File: src/rtl/dispatcher_pkg.sv
// dispatcher_pkg: types and constants shared by the dispatcher blocks
// (register status table, tag free-list FIFO, CDB).
//   TAG_W       - rename tag width, common to free-list and CDB
//   REG_ADDR_W  - architectural register address width
//   tag_t       - rename tag
//   rst_entry_t - one register status entry {busy, tag}
package dispatcher_pkg;

   localparam int unsigned TAG_W      = 6;
   localparam int unsigned REG_ADDR_W = 5;

   typedef logic [TAG_W-1:0] tag_t;

   typedef struct packed {
      logic busy;
      tag_t tag;
   } rst_entry_t;

endpackage

File: src/rtl/rst_lookup.sv
// rst_lookup: one source-operand read port of the register status table.
// Ports:
//   addr      - register to look up
//   tbl       - current table contents (registered state)
//   cdb_valid - CDB broadcast valid this cycle
//   cdb_tag   - CDB broadcast tag
//   busy      - source pending
//   tag       - producing tag when busy, 0 otherwise
// Config macro: RST_CDB_BYPASS_EN - when defined, a broadcast matching the
// looked-up entry is reported as already cleared in the same cycle.
module rst_lookup
   import dispatcher_pkg::*;
#(
   parameter int unsigned NUM_REGS = 32,
   parameter int unsigned ADDR_W   = $clog2(NUM_REGS)
) (
   input  logic [ADDR_W-1:0]           addr,
   input  rst_entry_t [NUM_REGS-1:0]   tbl,
   input  logic                        cdb_valid,
   input  tag_t                        cdb_tag,
   output logic                        busy,
   output tag_t                        tag
);

   rst_entry_t entry;

   always_comb begin
      entry = tbl[addr];
      busy  = entry.busy & (addr != '0);
`ifdef RST_CDB_BYPASS_EN
      if (cdb_valid && entry.tag == cdb_tag) begin
         busy = 1'b0;
      end
`else
      // Broadcast only takes effect at the next edge; the reservation
      // station snoops the CDB to cover this cycle.
      if (cdb_valid && 1'b0) begin
         busy = 1'b0;
      end
`endif
      tag = busy ? entry.tag : '0;
   end

endmodule

File: src/rtl/reg_status_table.sv
// reg_status_table: per-register pending/tag table for the dispatcher.
// Allocates a free-list tag to the destination of each dispatched writer,
// clears entries on matching CDB broadcasts and serves two source lookups.
// Ports:
//   clk, rst                   - clock, async active-high reset
//   disp_valid/rd_wr/rd        - dispatched instruction and its destination
//   rs1_addr/rs2_addr          - source lookups -> rs*_busy, rs*_tag
//   fl_tag, fl_empty, fl_pull  - tag free-list FIFO head/empty/pop
//   disp_tag, disp_stall       - allocated tag, stall for empty free-list
//   cdb_valid, cdb_tag         - completion broadcast
//   busy_count                 - number of busy entries (registered)
// Config macro: RST_CDB_BYPASS_EN (same-cycle CDB bypass on lookups).
module reg_status_table
   import dispatcher_pkg::*;
#(
   parameter int unsigned NUM_REGS = 32,
   parameter int unsigned TAG_W    = dispatcher_pkg::TAG_W
) (
   input  logic                          clk,
   input  logic                          rst,
   input  logic                          disp_valid,
   input  logic                          disp_rd_wr,
   input  logic [$clog2(NUM_REGS)-1:0]   disp_rd,
   input  logic [$clog2(NUM_REGS)-1:0]   rs1_addr,
   input  logic [$clog2(NUM_REGS)-1:0]   rs2_addr,
   output logic                          rs1_busy,
   output logic                          rs2_busy,
   output logic [TAG_W-1:0]              rs1_tag,
   output logic [TAG_W-1:0]              rs2_tag,
   input  logic [TAG_W-1:0]              fl_tag,
   input  logic                          fl_empty,
   output logic                          fl_pull,
   output logic [TAG_W-1:0]              disp_tag,
   output logic                          disp_stall,
   input  logic                          cdb_valid,
   input  logic [TAG_W-1:0]              cdb_tag,
   output logic [$clog2(NUM_REGS):0]     busy_count
);

   localparam int unsigned ADDR_W = $clog2(NUM_REGS);
   localparam int unsigned CNT_W  = ADDR_W + 1;

   rst_entry_t [NUM_REGS-1:0] tbl;
   logic                      alloc;
   logic [NUM_REGS-1:0]       clr_vec;
   logic [CNT_W-1:0]          clr_cnt;
   logic                      inc;

   always_comb begin
      alloc      = !rst && disp_valid && disp_rd_wr && (disp_rd != '0);
      fl_pull    = alloc && !fl_empty;
      disp_stall = alloc && fl_empty;
      disp_tag   = fl_pull ? fl_tag : '0;
      inc        = fl_pull && !tbl[disp_rd].busy;
   end

   // An entry both cleared and re-allocated stays busy, so it is left out
   // of the clear count.
   always_comb begin
      clr_vec = '0;
      clr_cnt = '0;
      for (int unsigned i = 0; i < NUM_REGS; i++) begin
         if (cdb_valid && tbl[i].busy && tbl[i].tag == cdb_tag) begin
            clr_vec[i] = 1'b1;
            if (!(fl_pull && disp_rd == ADDR_W'(i))) begin
               clr_cnt = clr_cnt + CNT_W'(1);
            end
         end
      end
   end

   always_ff @(posedge clk or posedge rst) begin
      if (rst) begin
         tbl        <= '0;
         busy_count <= '0;
      end else begin
         for (int unsigned i = 0; i < NUM_REGS; i++) begin
            if (clr_vec[i]) begin
               tbl[i].busy <= 1'b0;
            end
         end
         // Later assignment: allocation wins over a same-cycle clear.
         if (fl_pull) begin
            tbl[disp_rd] <= rst_entry_t'{busy: 1'b1, tag: fl_tag};
         end
         busy_count <= busy_count + CNT_W'(inc) - clr_cnt;
      end
   end

   rst_lookup #(.NUM_REGS(NUM_REGS)) u_lookup_rs1 (
      .addr      (rs1_addr),
      .tbl       (tbl),
      .cdb_valid (cdb_valid),
      .cdb_tag   (cdb_tag),
      .busy      (rs1_busy),
      .tag       (rs1_tag)
   );

   rst_lookup #(.NUM_REGS(NUM_REGS)) u_lookup_rs2 (
      .addr      (rs2_addr),
      .tbl       (tbl),
      .cdb_valid (cdb_valid),
      .cdb_tag   (cdb_tag),
      .busy      (rs2_busy),
      .tag       (rs2_tag)
   );

endmodule

File: config.mk
export PLATFORM = sky130hd
export DESIGN_NAME = reg_status_table
export DESIGN_NICKNAME = d
export VERILOG_FILES = /design/src/rtl/dispatcher_pkg.sv /design/src/rtl/rst_lookup.sv /design/src/rtl/reg_status_table.sv
export SDC_FILE = /design/constraint.sdc
export NUM_CORES = 1
export LEC_CHECK = 0
export ABC_AREA = 1
export CAP_MARGIN = 40
export CORE_MARGIN = 4
export CORE_UTILIZATION = 25
export CTS_BUF_LIST = sky130_fd_sc_hd__clkbuf_4 sky130_fd_sc_hd__clkbuf_8 sky130_fd_sc_hd__clkbuf_16
export CTS_CLUSTER_DIAMETER = 100
export DETAILED_ROUTE_END_ITERATION = 10
export MAX_ROUTING_LAYER = met4
export PLACE_DENSITY = 0.49
export SKIP_LAST_GASP = 1
export SYNTH_ARGS = -nofsm -noshare
export SYNTH_HDL_FRONTEND = slang
export SYNTH_SLANG_ARGS = --single-unit
File: constraint.sdc
create_clock -name clk -period 31.7 [get_ports clk]
set_input_delay 9.51 -clock clk [delete_from_list [all_inputs] [get_ports clk]]
set_output_delay 9.51 -clock clk [all_outputs]
set_load 0.1 [all_outputs]
==> flow_summary.ini <==
[critical_path]
reg2reg_to = busy_count[5]
cp-start-kind = input pin
path_class = input pin to register
ff2ff_setup_slack_ns = 11.47
critical-path-slowest-cell = clkdlybuf4s50_1
r2r_cells = 126
critPathMaxFanout = 14
critPathRequiredTime_ns = 32.15
crit_path_end_kind = register
path_buf_inv = 19
critPathLaunch = disp_rd[1]
setup.worst_path.end = busy_count[5]
path_delay_family = adder cells
cp_num_cells = 129
critPathArrivalTime_ns = 30.12
critPathMostFrequentCell = nand2_1
cpPeakStageDelay_ns = 0.68

[cells_and_area]
layout.nets = 3318
drive_above_1_share_pct = 10.39
area_growth_pct = 15.19
fillers = 9127

[drt]
vias_per_cell = 5.127
top_layer = met4
wl_met3_um = 6514
drc_errors = 0
firstDrtPassIters = 6
avgRoutedWirePerCell_um = 20.47
dr_total_vias = 22229
ant_nets = 0
wl_met1_um = 38990
routed-wl-met2_um = 39320
drt-initial-drc-count = 2209
drt_wl_total_um = 88750

[logic_synthesis]
netlist.area_leader.share_pct = 27.85
synth.largest_area_cell = dfrtp_1
synth_top_cells_by_area = dfrtp_1, nand2_1, o21ai_0, inv_1, nand3_1
synthCells = 3241
yosysMostFrequentCell = nand2_1
synth_area_um2 = 20660
yosys-top-cells-count = nand2_1, o21ai_0, inv_1, nand3_1, dfrtp_1
ys.warnings.count = 0
netlist-cell-type-count = 56
async_reset_ff_share_pct = 100.0
ys_seq_area_share_pct = 27.85
synth_flop_cell = dfrtp_1
syn_area_per_cell_um2 = 6.376
synth_edf_count = 0
synth_seq_cells = 230
synth_nets = 3316

[power_and_ir_drop]
switching_share_pct = 37.78
seqPwrFrac_pct = 34.0
p_leak_nw = 10.91
p_per_area_nw_per_um2 = 43.07
ir_worst_vdd_uv = 38.79
intPower_mw = 0.6380
p_total_mw = 1.025
p_sw_mw = 0.3873
power_frac_comb_pct = 30.7
pwr-share-clk_pct = 35.3

[placement]
portBuffers = 60
gp_congestion = 0.9976
place_hpwl_um = 62900

[timing]
final-setup-viol-count = 0
maxSlewViolCount = 0
fmax_mhz = 33.71
skew_ns = 0.08952
relSlewSlack_pct = 34.08
rsz0062_at_grt = no
fin_crit_ns = 29.67
post-route-period-util_pct = 93.59
fin_setup_tns_ns = 0
max_slew.worst_pin.slew_ns = 0.9841
whs_ns = 0.4096
hold_viol = 0

[floorplanning]
row_count = 105
dieWidth_um = 295.5
die_area_um2 = 87320
die_h_um = 295.5
ios = 61
core_area_um2 = 81980
start_util_pct = 25.21

[clocking]
root_buffer = clkbuf_16
clkTransAtPathRegs_ns = 0.06
h-tree-depth = 1
insertion_delay_ns = 0.65
ctsResizeCount = 0
clockBufferDepth = 3
cts_hold_buf = 0
cts_sinks = 230
cts_tree = built
cts_made_buffers = 30
post_cts_buffers = 0

[grt]
grt_overflow = 0
grt_max_degree = 141
grt_pass1_vias = 20663
grt_pass1_wl_um = 132700
track_usage_pct = 20.43
antenna_found_initial = 4

[run_status]
status = complete, no violations

[flow_run]
drv_cap = 0

[min_path]
min_path_type = register to register
-- power groups by stage --
stage | combinational, mW | clock (mW) | sequential [mW]
after detailed placement | 0.312 | 0 | 0.353
after global placement | 0.286 | 0 | 0.353
after CTS | 0.313 | 0.367 | 0.348
after floorplan | 0.172 | 0 | 0.371
after global routing | 0.341 | 0.379 | 0.352
final | 0.315 | 0.361 | 0.349
-- cell usage in the layout (no fill, tap or decap), types with 19 or more instances in the layout --
cell type,netlist,routed
nand2_1,726,725
o21ai_0,470,470
inv_1,403,400
nand3_1,251,251
dfrtp_1,230,230
nor2_1,218,218
a21oi_1,201,201
nand2_2,84,84
xnor2_1,53,53
nand3_2,48,48
clkdlybuf4s50_1,0,48
ha_1,41,41
o22ai_1,39,39
buf_4,4,39
clkbuf_16,0,30
buf_8,0,26
nand3b_1,25,25
a221oi_1,21,21
inv_2,20,20
nand4_1,20,20
xor2_1,20,20
nor4_1,19,19
-- worst min-delay path by stage --
stage	to	cells past startpoint	startpoint	slack [ns]
floorplan	register	1	register	0.45
global placement	register	0	register	0.39
detailed placement	register	0	register	0.40
CTS	register	0	register	0.41
global route	register	0	register	0.43
finish	register	0	register	0.41
-- area by class of cell --
| class | instances | area [µm²] | share of cell area, % |
|---|---|---|---|
| Multi-Input combinational cell | 2416 | 12650 | 53.14 |
| Sequential cell | 230 | 5756 | 24.18 |
| Inverter | 433 | 1639 | 6.886 |
| Timing Repair Buffer | 132 | 1390 | 5.840 |
| Tap cell | 1070 | 1339 | 5.624 |
| Clock buffer | 41 | 858.3 | 3.606 |
| Clock inverter | 12 | 167.7 | 0.7043 |
| Antenna cell | 2 | 5.005 | 0.02102 |
-- layer usage --
metal | up-vias | global-route usage (%)
li1 | 10796 | -
met2 | 861 | 31.90
met1 | 10380 | 27.04
met5 | - | -
met4 | 0 | 7.139
met3 | 192 | 3.020
-- cells by family (layout without fill, tap and decap cells) --
group | count (synthesis) | after routing | share of synthesized area (%)
compound gates | 845 | 845 | 22.81
fa+ha+maj | 42 | 42 | 2.579
other cells | 0 | 2 | 0
simple gates | 1455 | 1455 | 32.64
xor+xnor | 73 | 73 | 3.094
flops | 230 | 230 | 27.85
buf+inv | 595 | 618 | 10.97
mux | 1 | 1 | 0.04844
-- worst reg2reg max path: cells and delay by family (launching register included) --
kind,cells,cell delay [ns]
AND/OR/NAND/NOR,67,7.26
buffers and inverters,16,0.98
flip-flops,1,0.46
AO/OA/AOI/OAI,8,1.59
adder cells (fa/ha/maj),33,9.45
XOR/XNOR,2,0.29
-- stage by stage --
| step | cell area (µm²) | setup slack (ns) | util, % | instances |
|---|---|---|---|---|
| finish | 23800 | 2.031 | 29.04 | 4336 |
| global route | 23800 | 0.1215 | 29.04 | 4336 |
| CTS | 23780 | 1.427 | 29.01 | 4334 |
| detailed placement | 22760 | 0.8779 | 27.76 | 4281 |
| global placement | 22230 | 1.116 | 27.12 | 4247 |
| floorplan | 20660 | 0.2379 | - | 3241 |
Power figures use the tool's default switching activity.
